`config.mk`:
```
export PLATFORM = sky130hd
export DESIGN_NAME = game_flow_controller
export DESIGN_NICKNAME = d
export VERILOG_FILES = /design/src/rtl/game_flow_controller.sv
export SDC_FILE = /design/constraint.sdc
export NUM_CORES = 1
export LEC_CHECK = 0
export ABC_AREA = 0
export CAP_MARGIN = 10
export CELL_PAD_IN_SITES_DETAIL_PLACEMENT = 0
export CELL_PAD_IN_SITES_GLOBAL_PLACEMENT = 1
export CORE_MARGIN = 4
export CORE_UTILIZATION = 39
export CTS_CLUSTER_SIZE = 28
export DETAILED_ROUTE_END_ITERATION = 7
export HOLD_SLACK_MARGIN = 0.03
export PLACE_DENSITY_LB_ADDON = 0.1
export SYNTH_ARGS = -nofsm -noshare
export SYNTH_HDL_FRONTEND = slang
export SYNTH_SLANG_ARGS = --single-unit
```
`constraint.sdc`:
```
create_clock -name clk -period 4.1 [get_ports clk]
set_clock_uncertainty 0.15 [all_clocks]
set_input_delay 1.23 -clock clk [delete_from_list [all_inputs] [get_ports clk]]
set_output_delay 1.23 -clock clk [all_outputs]
set_load 0.03 [all_outputs]
```
`src/rtl/game_flow_controller.sv`:
```
// Game-level sequencer for the tank shooter: attract/play/game-over flow, lives, score, high score.
// Define GAME_FLOW_PAUSE_EN to add a PAUSED state driven by the pause_req level.
module game_flow_controller #(
  parameter int LIVES_INIT      = 3,
  parameter int LIVES_W         = 2,
  parameter int SCORE_W         = 16,
  parameter int SCORE_STEP      = 1,
  parameter int GAMEOVER_FRAMES = 255
) (
  input  logic               clk,
  input  logic               resetn,
  input  logic               frame_tick,
  input  logic               start_hit,
  input  logic               target_reach,
  input  logic               pause_req,
  output logic               game_started,
  output logic               game_over,
  output logic               round_start,
  output logic [LIVES_W-1:0] lives,
  output logic [SCORE_W-1:0] score,
  output logic [SCORE_W-1:0] high_score,
  output logic [SCORE_W-1:0] display_score,
  output logic               new_high
);

  localparam logic [1:0] S_ATTRACT   = 2'd0;
  localparam logic [1:0] S_PLAYING   = 2'd1;
  localparam logic [1:0] S_GAME_OVER = 2'd2;
  localparam logic [1:0] S_PAUSED    = 2'd3;

  localparam int GO_W = (GAMEOVER_FRAMES > 1) ? $clog2(GAMEOVER_FRAMES) : 1;
  localparam logic [GO_W-1:0]    GO_LAST     = GO_W'(GAMEOVER_FRAMES - 1);
  localparam logic [LIVES_W-1:0] LIVES_START = LIVES_W'(LIVES_INIT);
  localparam logic [LIVES_W-1:0] LIVES_ONE   = LIVES_W'(1);
  localparam logic [SCORE_W-1:0] SCORE_MAX   = '1;

  logic [1:0]         state;
  logic [GO_W-1:0]    go_cnt;
  logic [SCORE_W:0]   score_sum;
  logic [SCORE_W-1:0] score_inc;
  logic               pause_go;

  // One spare bit catches the carry so the score saturates instead of wrapping.
  assign score_sum = {1'b0, score} + (SCORE_W + 1)'(SCORE_STEP);
  assign score_inc = score_sum[SCORE_W] ? SCORE_MAX : score_sum[SCORE_W-1:0];

`ifdef GAME_FLOW_PAUSE_EN
  assign pause_go = pause_req;
`else
  logic unused_pause_req;
  assign unused_pause_req = pause_req;
  assign pause_go         = 1'b0;
`endif

  assign game_started  = (state != S_ATTRACT);
  assign game_over     = (state == S_GAME_OVER);
  assign display_score = (state == S_ATTRACT) ? high_score : score;

  always_ff @(posedge clk) begin
    if (!resetn) begin
      state       <= S_ATTRACT;
      lives       <= LIVES_START;
      score       <= '0;
      high_score  <= '0;
      go_cnt      <= '0;
      new_high    <= 1'b0;
      round_start <= 1'b0;
    end else begin
      round_start <= 1'b0;
      if (frame_tick) begin
        case (state)
          S_ATTRACT: begin
            if (start_hit) begin
              state       <= S_PLAYING;
              score       <= '0;
              lives       <= LIVES_START;
              round_start <= 1'b1;
            end
          end
          S_PLAYING: begin
            if (pause_go) begin
              state <= S_PAUSED;
            end else begin
              score <= score_inc;
              if (target_reach) begin
                lives <= lives - 1'b1;
                // new_high is judged against the final score, including this tick's increment.
                if (lives == LIVES_ONE) begin
                  state    <= S_GAME_OVER;
                  go_cnt   <= '0;
                  new_high <= (score_inc > high_score);
                end
              end
            end
          end
          S_GAME_OVER: begin
            if (go_cnt == GO_LAST) begin
              state      <= S_ATTRACT;
              high_score <= (score > high_score) ? score : high_score;
              score      <= '0;
              lives      <= LIVES_START;
              go_cnt     <= '0;
              new_high   <= 1'b0;
            end else begin
              go_cnt <= go_cnt + 1'b1;
            end
          end
`ifdef GAME_FLOW_PAUSE_EN
          S_PAUSED: begin
            if (!pause_req) state <= S_PLAYING;
          end
`endif
          default: state <= S_ATTRACT;
        endcase
      end
    end
  end

endmodule

```
[After elaboration in Yosys (flattened, before gate mapping)]
Index checks and enable logic that the tools add are counted.
Storage, ports and cells
  output and inout bits: 54
  memory bits (read-only): 0
  bits in writable memories: 0
  memories kept: 0
  input port bits: 6
  register bits: 46
  bits in latches: 0
  word-level logic and storage cells: 54
Cells by class
  add/subtract/negate cells: 3
  bitwise logic cells: 0
  reduce and logical (&&, ||, !) cells: 11
  $lt $le $gt $ge: 2
  multiplexer cells: 23
  multipliers: 0
  shift operators: 0
  equality and inequality tests: 8
  divide/modulo/power cells: 0
Operator list (number)
  2-to-1 mux 16 bit: 4
  one-hot mux 16 bit (3 select lines): 1
  greater-than comparator 16 bit: 2
  2-to-1 mux 8 bit: 3
  adder 16 x 1 -> 17 bit, second input constant: 1
  one-hot mux 8 bit (2 select lines): 1
  AND reduction 5 bit: 3
  2-to-1 mux 2 bit: 7
  one-hot mux 2 bit (3 select lines): 2
  AND reduction 4 bit: 3
  adder 8 x 1 -> 8 bit, second input constant: 1
  == test 8 bit, second input constant: 1
  != test 2 bit, second input constant: 3
  == test 2 x 1 -> 1 bit, second input constant: 2
  2-to-1 mux 1 bit: 4
  nonzero test 2 bit: 2
  AND reduction 3 bit: 1
  nonzero test 3 bit: 1
  == test 2 bit, second input constant: 1
  logical NOT 2 bit: 1
  != test 2 x 1 -> 1 bit, second input constant: 1
  one-hot mux 1 bit (2 select lines): 1
  subtractor 2 x 1 -> 2 bit, second input constant: 1

[Depth between registers and ports, before layout]
  depth in word-level cells: 6
  gate-level depth with buffers: 14
  gate-level depth less buffers: 13

[Worst setup path before layout]
OpenSTA, ideal clock, no wires.
  kind: flip-flop to output port
  from: reg state[0]
  to: out display_score[10]
  data arrival time: 1.990 ns
  stages on the path, launching flop included: 5
  required time: 2.720 ns
  path slack: 0.730 ns
  path buffers: 1
  cell sequence: dfxtp_1 -> nor2_1 -> clkinv_1 -> clkbuf_1 -> o21ai_0
Between the ends
  longest elaborated chain between the ends: 2
Ends and longest elaborated chain
  start, declared: RTL line 37  | logic [1:0] state;
  start signal, assigned: RTL line 61  | state <= S_ATTRACT;
  start signal, assigned: RTL line 74  | state <= S_PLAYING;
  start signal, assigned: RTL line 82  | state <= S_PAUSED;
  logical NOT 2 bit: RTL line 57  | assign display_score = (state == S_ATTRACT) ? high_score : score;
  2-to-1 mux 16 bit: RTL line 57
  end, declared: RTL line 22  | output logic [SCORE_W-1:0] display_score,
No other way between the ends.

[Worst setup path in the final report]
  from: reg state[1]
  to: out display_score[7]
The elaborated chain is that of the path after synthesis.

==> results.md <==
- Of the total power, combinational logic draws 0.070.
- Timing would allow up to 0.266 GHz.
- The congestion estimate from routability-driven global placement came to around 0.84.
- The floorplan has 32 rows.
- Yosys printed 0 warnings.
- The aggregate routed wire length is 8.30 mm.
- Of the total power, the clock network draws 0.405.
- The first global-routing pass estimated around 14 mm of wire.
- The share of post-route cells with drive strength above 1 is 0.0744.
- The number of antenna repair diodes is 0.
- The count of unique library cells instantiated by Yosys is 53.
- The cell with the most instances after synthesis is nand2_1.
- Of the total power, the share spent switching nets is 0.240.
- The data required time of the critical path is 2720 ps.
- Entering global routing, the biggest net connects 33 pins.
- The most frequently used flop master after synthesis is dfxtp_1.
- Max-cap violations in this run came to 0.
- Along the worst path, the maximum fanout reaches 16.
- The area of the core is 7810 um2.
- For this run, the post-layout net count is 498.
- The total iterations of the first detailed-routing run is 4.
- The maximum vdd drop is 0.000122 V.
- Setup violations remaining at the end of the flow were counted as 0.
- The number of max-slew violations in the final report came to 0.
- The worst setup path is captured at an output pin.
- The net switching power is 206 uW.
- For this run, the slowest stage of the critical path takes about 690 ps.
- The final hold violation count is 0.
- Setup repair after global routing left no endpoint under its margin.
- The netlist area before placement is 3170 um2.
- The slew of the pin with the lowest slew margin is 700 ps.
- The net count after synthesis is roughly 450.
- The count of buffers added on input and output ports is 58.
- The starting density of the core is 0.407.
- The number of H-tree branching levels is 2.
- The number of CTS-inserted buffers is 5.
- For this design, the slowest cell found on the critical path is clkdlybuf4s50_1.
- The clock root buffer is clkbuf_8.
- The via count of the first global-routing pass was 2680.
- In the final timing run, aggregate negative setup slack is 0 ps.
- Summed over all layers, the global routing overflow is 0.
- Traced cell by cell, the critical path runs through nor2_1 -> clkinv_1 -> buf_4 -> o21ai_0 -> clkdlybuf4s50_1.
- The arrival time reported for the critical path endpoint is 2390 ps.
- The initial antenna violation count is 0.
- The overall via count from detail_route is 2996.
- The flow ran to the end, and the final reports show no timing, DRC or antenna violations.
- In this run, synthesis inferred 0 flip-flops with an integrated enable.
- The part of the total power dissipated in sequential elements is 0.525.
- STA classifies the critical path startpoint as a flop.
- The area growth from synthesis to layout is 24.8%.
- The detail-routed net length per standard cell is 14.8 um.
- The die outline height is approximately 98 um.
- The share of the synthesized area in the top cell type is 0.290.
- The leakage dissipation is 0.00153 uW.
- The via density per instance is 5.36.
- The headroom to the max-slew limit is 0.532.
- The worst hold-check path type is reg2reg.
- The final worst slack is 334 ps.
- OpenSTA, run right after detailed placement, puts the worst setup slack at approximately 660 ps.
- After clock tree synthesis, the clock-pin slew on the worst setup and hold paths is 90 ps.
- The share of synthesized registers carrying an async set or reset is 0.
- Dividing total power by cell area gives a power density of 216 nW/um2.
- The die is 98.2 um wide.
- TritonCTS built the clock tree.
- The sink count of the clock tree is 46.
- The count of filler cells inserted in the layout is 783.
- In this run, synthesis produced a sequential element count of 46.
- The portion of the clock cycle consumed by the worst path in the final layout is 0.919.
- The cell count after synthesis came out at 404.
- The detail route stage leaves a number of antenna-violating nets equal to 0.
- Yosys attributes the largest share of cell area to dfxtp_1 29%, ha_1 14%, o21ai_0 6.5%.
- The clock latency on the worst-skew pair is 300 ps.
- The commonest cells after synthesis are 54 x nand2_1, 46 x dfxtp_1, 41 x o21ai_0.
- The post-CTS setup-driven buffer insertion count is 0.
- For this run, the total global-route usage over all layers was measured as 0.172.
- The synthesized area per cell is around 7.9 um2.
- The residual DRC count is 0.
- In this run, post-CTS hold repair placed 0 buffers.
- The half-perimeter wire length after placement is around 6.2 mm.
- The synthesized design spends more area on one cell type than any other, namely dfxtp_1.
- The internal power consumption is ~650 uW.
- The floorplan step defined a die boundary enclosing roughly 9600 um2.
- For this run, the register share of the synthesized area comes to 0.290.
- The number of design-rule violations left by the first detailed-router iteration is 79.
- The I/O pin count is 60.
- The worst setup path is of the reg2out kind.
- The clock passes through at most 2 buffers.
- Post-CTS repair changed the size of 0 cells.
- The overall power of the completed layout is around 860 uW.
- The time the worst path needs with I/O delays and setup is roughly 3800 ps.
[through the flow]
stage          cell area, um2  hold slack (ps)  cells  utilization
2_1_floorplan            3170              304    404            -
3_3_place_gp             3850              305    551        0.493
3_5_place_dp             3850              311    551        0.493
4_1_cts                  3960              325    559        0.508
5_1_grt                  3960              349    559        0.508
6_report                 3960              316    559        0.508
[metal layers]
metal	wire [um]	vias to the layer above	global-route usage	part of all wire
met5	0	-	0	0
met4	111	0	0.0399	0.013
met3	387	11	0.0286	0.047
met2	3750	65	0.274	0.45
met1	4050	1368	0.243	0.49
li1	-	1552	-	-
[layout make-up]
cell class                      count  area (um2)  area share
Clock buffer                        6        72.6      0.0183
Clock inverter                      2        37.5     0.00947
Inverter                           25        93.8      0.0237
Multi-Input combinational cell    309        2050       0.518
Sequential cell                    46         921       0.232
Tap cell                          102         128      0.0322
Timing Repair Buffer               69         658       0.166
[path summary, 6_finish.rpt]
check / from / to / slack, ps / cells past startpoint
min: new_high / new_high / 320 / 2
min reg2reg: new_high / new_high / 320 / 2
max reg2reg: score[2] / new_high / 760 / 10
max: state[1] / display_score[7] / 330 / 5
[critical path: cells and delay by family, from the launching register on]
kind                   cells  cell delay [ps]
buffers and inverters      3             1390
flip-flops                 1              370
AO/OA/AOI/OAI              1              160
AND/OR/NAND/NOR            1              150
[power by group through the flow]
stage / registers [uW] / clock network [uW] / logic (uW)
after CTS: 450 / 359 / 60.3
after global routing: 450 / 373 / 65.5
final: 450 / 347 / 59.8
after global placement: 460 / 0 / 59.4
after floorplan: 463 / 0 / 34.7
after detailed placement: 460 / 0 / 60.1
[state kept, by name, indices dropped and copies added (netlist names)]
signal,count
go_cnt,8
high_score,16
state,2
round_start,1
score,16
lives,2
new_high,1
[placed cells by master (no fill, tap or decap), types with 3 or more instances in the layout]
| cell | count |
|---|---|
| a21o_1 | 5 |
| a21oi_1 | 16 |
| a22oi_1 | 12 |
| and4_1 | 5 |
| buf_4 | 11 |
| clkbuf_8 | 5 |
| clkdlybuf4s50_1 | 57 |
| dfxtp_1 | 46 |
| ha_1 | 36 |
| inv_1 | 24 |
| nand2_1 | 54 |
| nand2_2 | 5 |
| nand2b_1 | 4 |
| nand3_1 | 24 |
| nand4_1 | 17 |
| nor2_1 | 13 |
| nor2b_1 | 16 |
| nor3_1 | 3 |
| o211ai_1 | 4 |
| o21ai_0 | 41 |
| xnor2_1 | 4 |
| xor2_1 | 11 |
[logic make-up (layout without fill, tap and decap cells)]
family,Yosys count,after routing,synth area share
AOI/OAI and AO/OA,99,99,0.194
xor gates and xnor gates,15,15,0.0414
adders and majority gates,36,36,0.142
buffers and inverters,49,102,0.0635
DFF,46,46,0.290
muxes,3,3,0.0102
and+or+nand+nor,156,156,0.259
Power figures use the tool's default switching activity.
==> patch (config.mk and constraints unchanged) <==
Add a define of `GAME_FLOW_PAUSE_EN`.
--- a/src/rtl/game_flow_controller.sv
+++ b/src/rtl/game_flow_controller.sv
@@ -2,2 +2,4 @@
 // Define GAME_FLOW_PAUSE_EN to add a PAUSED state driven by the pause_req level.
+`define GAME_FLOW_PAUSE_EN
+
 module game_flow_controller #(
Check against the original RTL: not equivalent (Yosys sat finds a counterexample within 4 cycles, from zero or initial values and one cycle with resetn low).
==> patch against the unedited design <==
Synthesized cell count grew 3.0%. Area after synthesis rose by 3.7%. First-iteration DRC count rose by 49%. Sequential cell count is the same. Non-clock buffer count did not move. Worst setup slack improved by 0.25 ns. Clock power decreased by 15%. Final area up 3.1%. Routed wire length is 8.6% higher. Cell count grew 3.0%. Total power shrank 4.7%. Sequential share of layout area shrank 0.70 points.
==> patch: results (changes against the unedited design) <==
Status -> finished, final reports clean (unchanged)
DP Cell Count -> 568 (was 551)
Multi-Input Combinational -> 323 (was 309)
YS warnings -> 0 (unchanged)
Seq cells -> 46 (unchanged)
Area occupied by registers -> 920.9 µm² (unchanged)
GRT met2 Usage -> 30.17% (was 27.38%)
Vias in the first global route -> 2,890 (was 2,680)
Ranking of synthesized cells by area -> dfxtp_1 28%, ha_1 14%, nand2_1 8.6% (was dfxtp_1 29%, ha_1 14%, o21ai_0 6.5%)
Nets -> 512 (was 498)
R2R depth -> 11 (was 10)
# H-tree levels -> 2 (unchanged)
Clock Path Buffers -> 2 (unchanged)
Final Cycle Share -> 85.74% (was 91.86%)
GRT Overall Usage -> 18.24% (was 17.19%)
Synthesized Nets -> 458 (was 446)
DP Worst Slack -> 0.6057 ns (was 0.6569 ns)
Top flop regs -> high_score: 16 flops, score: 16 flops, go_cnt: 8 flops (unchanged)
Post-Route WL -> 9.016 mm (was 8.301 mm)
Worst-Skew Late Latency -> 0.30 ns (about the same)
Routed len/inst -> 15.65 µm (was 14.85 µm)
Worst Hold Class -> flop to flop (unchanged)
Register area share after synthesis -> 27.98% (was 29.01%)
Multi-input logic portion of the cell area -> 53.11% (was 51.78%)
Final setup fails -> 0 (unchanged)
Clk cell area share -> 2.236% (was 2.779%)
Area after DPL -> 0.003994 mm² (was 0.003852 mm²)
DP Wirelength -> 6.772 mm (was 6.241 mm)
VDD IR max -> 0.1292 mV (was 0.1224 mV)
Synth Instances -> 416 (was 404)
Leak -> 1.547 nW (was 1.533 nW)
Signal buf overhead -> 16.60% (was 16.61%)
Slew Limit Fails -> 0 (unchanged)
Post-synthesis cell type count -> 58 (was 53)
Layout cells sized above 1 -> 7.643% (was 7.440%)
# Taps -> 105 (was 102)
Port bufs -> 59 (was 58)
Vias per inst -> 5.325 (was 5.360)
Initial antenna violation count -> 0 (unchanged)
Fill count -> 845 (was 783)
First-pass GRT wire length -> 14.68 mm (was 13.81 mm)
Largest net degree at the start of global routing -> 43 (was 33)
Drt first-iter violations -> 118 (was 79)
M1 GR Usage -> 24.90% (was 24.33%)
M3 GR Usage -> 2.780% (was 2.857%)
Synth cell count leaders -> 75 x nand2_1, 46 x dfxtp_1, 36 x ha_1, 28 x a21oi_1, 26 x o21ai_0 (was 54 x nand2_1, 46 x dfxtp_1, 41 x o21ai_0, 36 x ha_1)
CP Max Fanout -> 10 (was 16)
Worst EP arrival -> 3.57 ns (was 2.39 ns)
Core Util, Final -> 49.72% (was 50.75%)
R2R setup slack -> 0.58 ns (was 0.76 ns)
Setup repair bufs after CTS -> 0 (unchanged)
Placer Congestion -> 0.8898 (was 0.8377)
Rel. slew slack -> 57.92% (was 53.20%)
Hold path cells -> 2 (unchanged)
Clock buffers -> 7 (was 6)
## patch: changes by cell type in the layout (fill, tap and decap cells not counted), moves of 6 or more
cell     change
nand2_1     +21
o21ai_0     -15
a21oi_1     +12
mux2i_1     +15
nor2_1      +10
a22oi_1      -6
nor2b_1     -12
nand3_1     -14
## patch: cell families after synthesis
group	share of synthesized area (%)
AOI/OAI and AO/OA	18.75
xor gates and xnor gates	3.460
adders and majority gates	13.69
buffers and inverters	6.083
DFF	27.98
muxes	5.551
and+or+nand+nor	24.49
## patch: worst max-delay path: stages, from the launching register on
cell	delay, ns
dfxtp_1	0.57
and4_2	0.35
nor4b_4	0.32
nor3b_1	0.41
xnor2_1	0.17
nand2_1	0.07
ha_1	0.29
nand2_1	0.08
or4_1	0.54
a21oi_1	0.15
nor3_1	0.06
o32ai_1	0.27
## patch: final timing paths
kind,from,to
max,score[3]$_SDFFE_PN0P_,new_high$_SDFFE_PN0P_
max reg2reg,score[3]$_SDFFE_PN0P_,new_high$_SDFFE_PN0P_
min,high_score[14]$_SDFFE_PN0P_,high_score[14]$_SDFFE_PN0P_
min reg2reg,high_score[14]$_SDFFE_PN0P_,high_score[14]$_SDFFE_PN0P_
## patch: where the power goes
group / switching [mW] / internal [mW]
clock network: 0.160 / 0.136
registers: 0.00327 / 0.449
logic: 0.0458 / 0.0229
## patch: metrics by stage
stage	hold slack, ns	power (mW)
after floorplan	0.3173	0.5019
after global placement	0.3071	0.5317
after detailed placement	0.3092	0.5316
after CTS	0.3279	0.8252
after global routing	0.3476	0.8476
final	0.3255	0.8170
## patch: metal layers
| metal | up-vias | wire length [µm] |
|---|---|---|
| met4 | 0 | 95 |
| met3 | 7 | 379 |
| met2 | 68 | 4237 |
| met5 | - | 0 |
| li1 | 1580 | - |
| met1 | 1412 | 4304 |
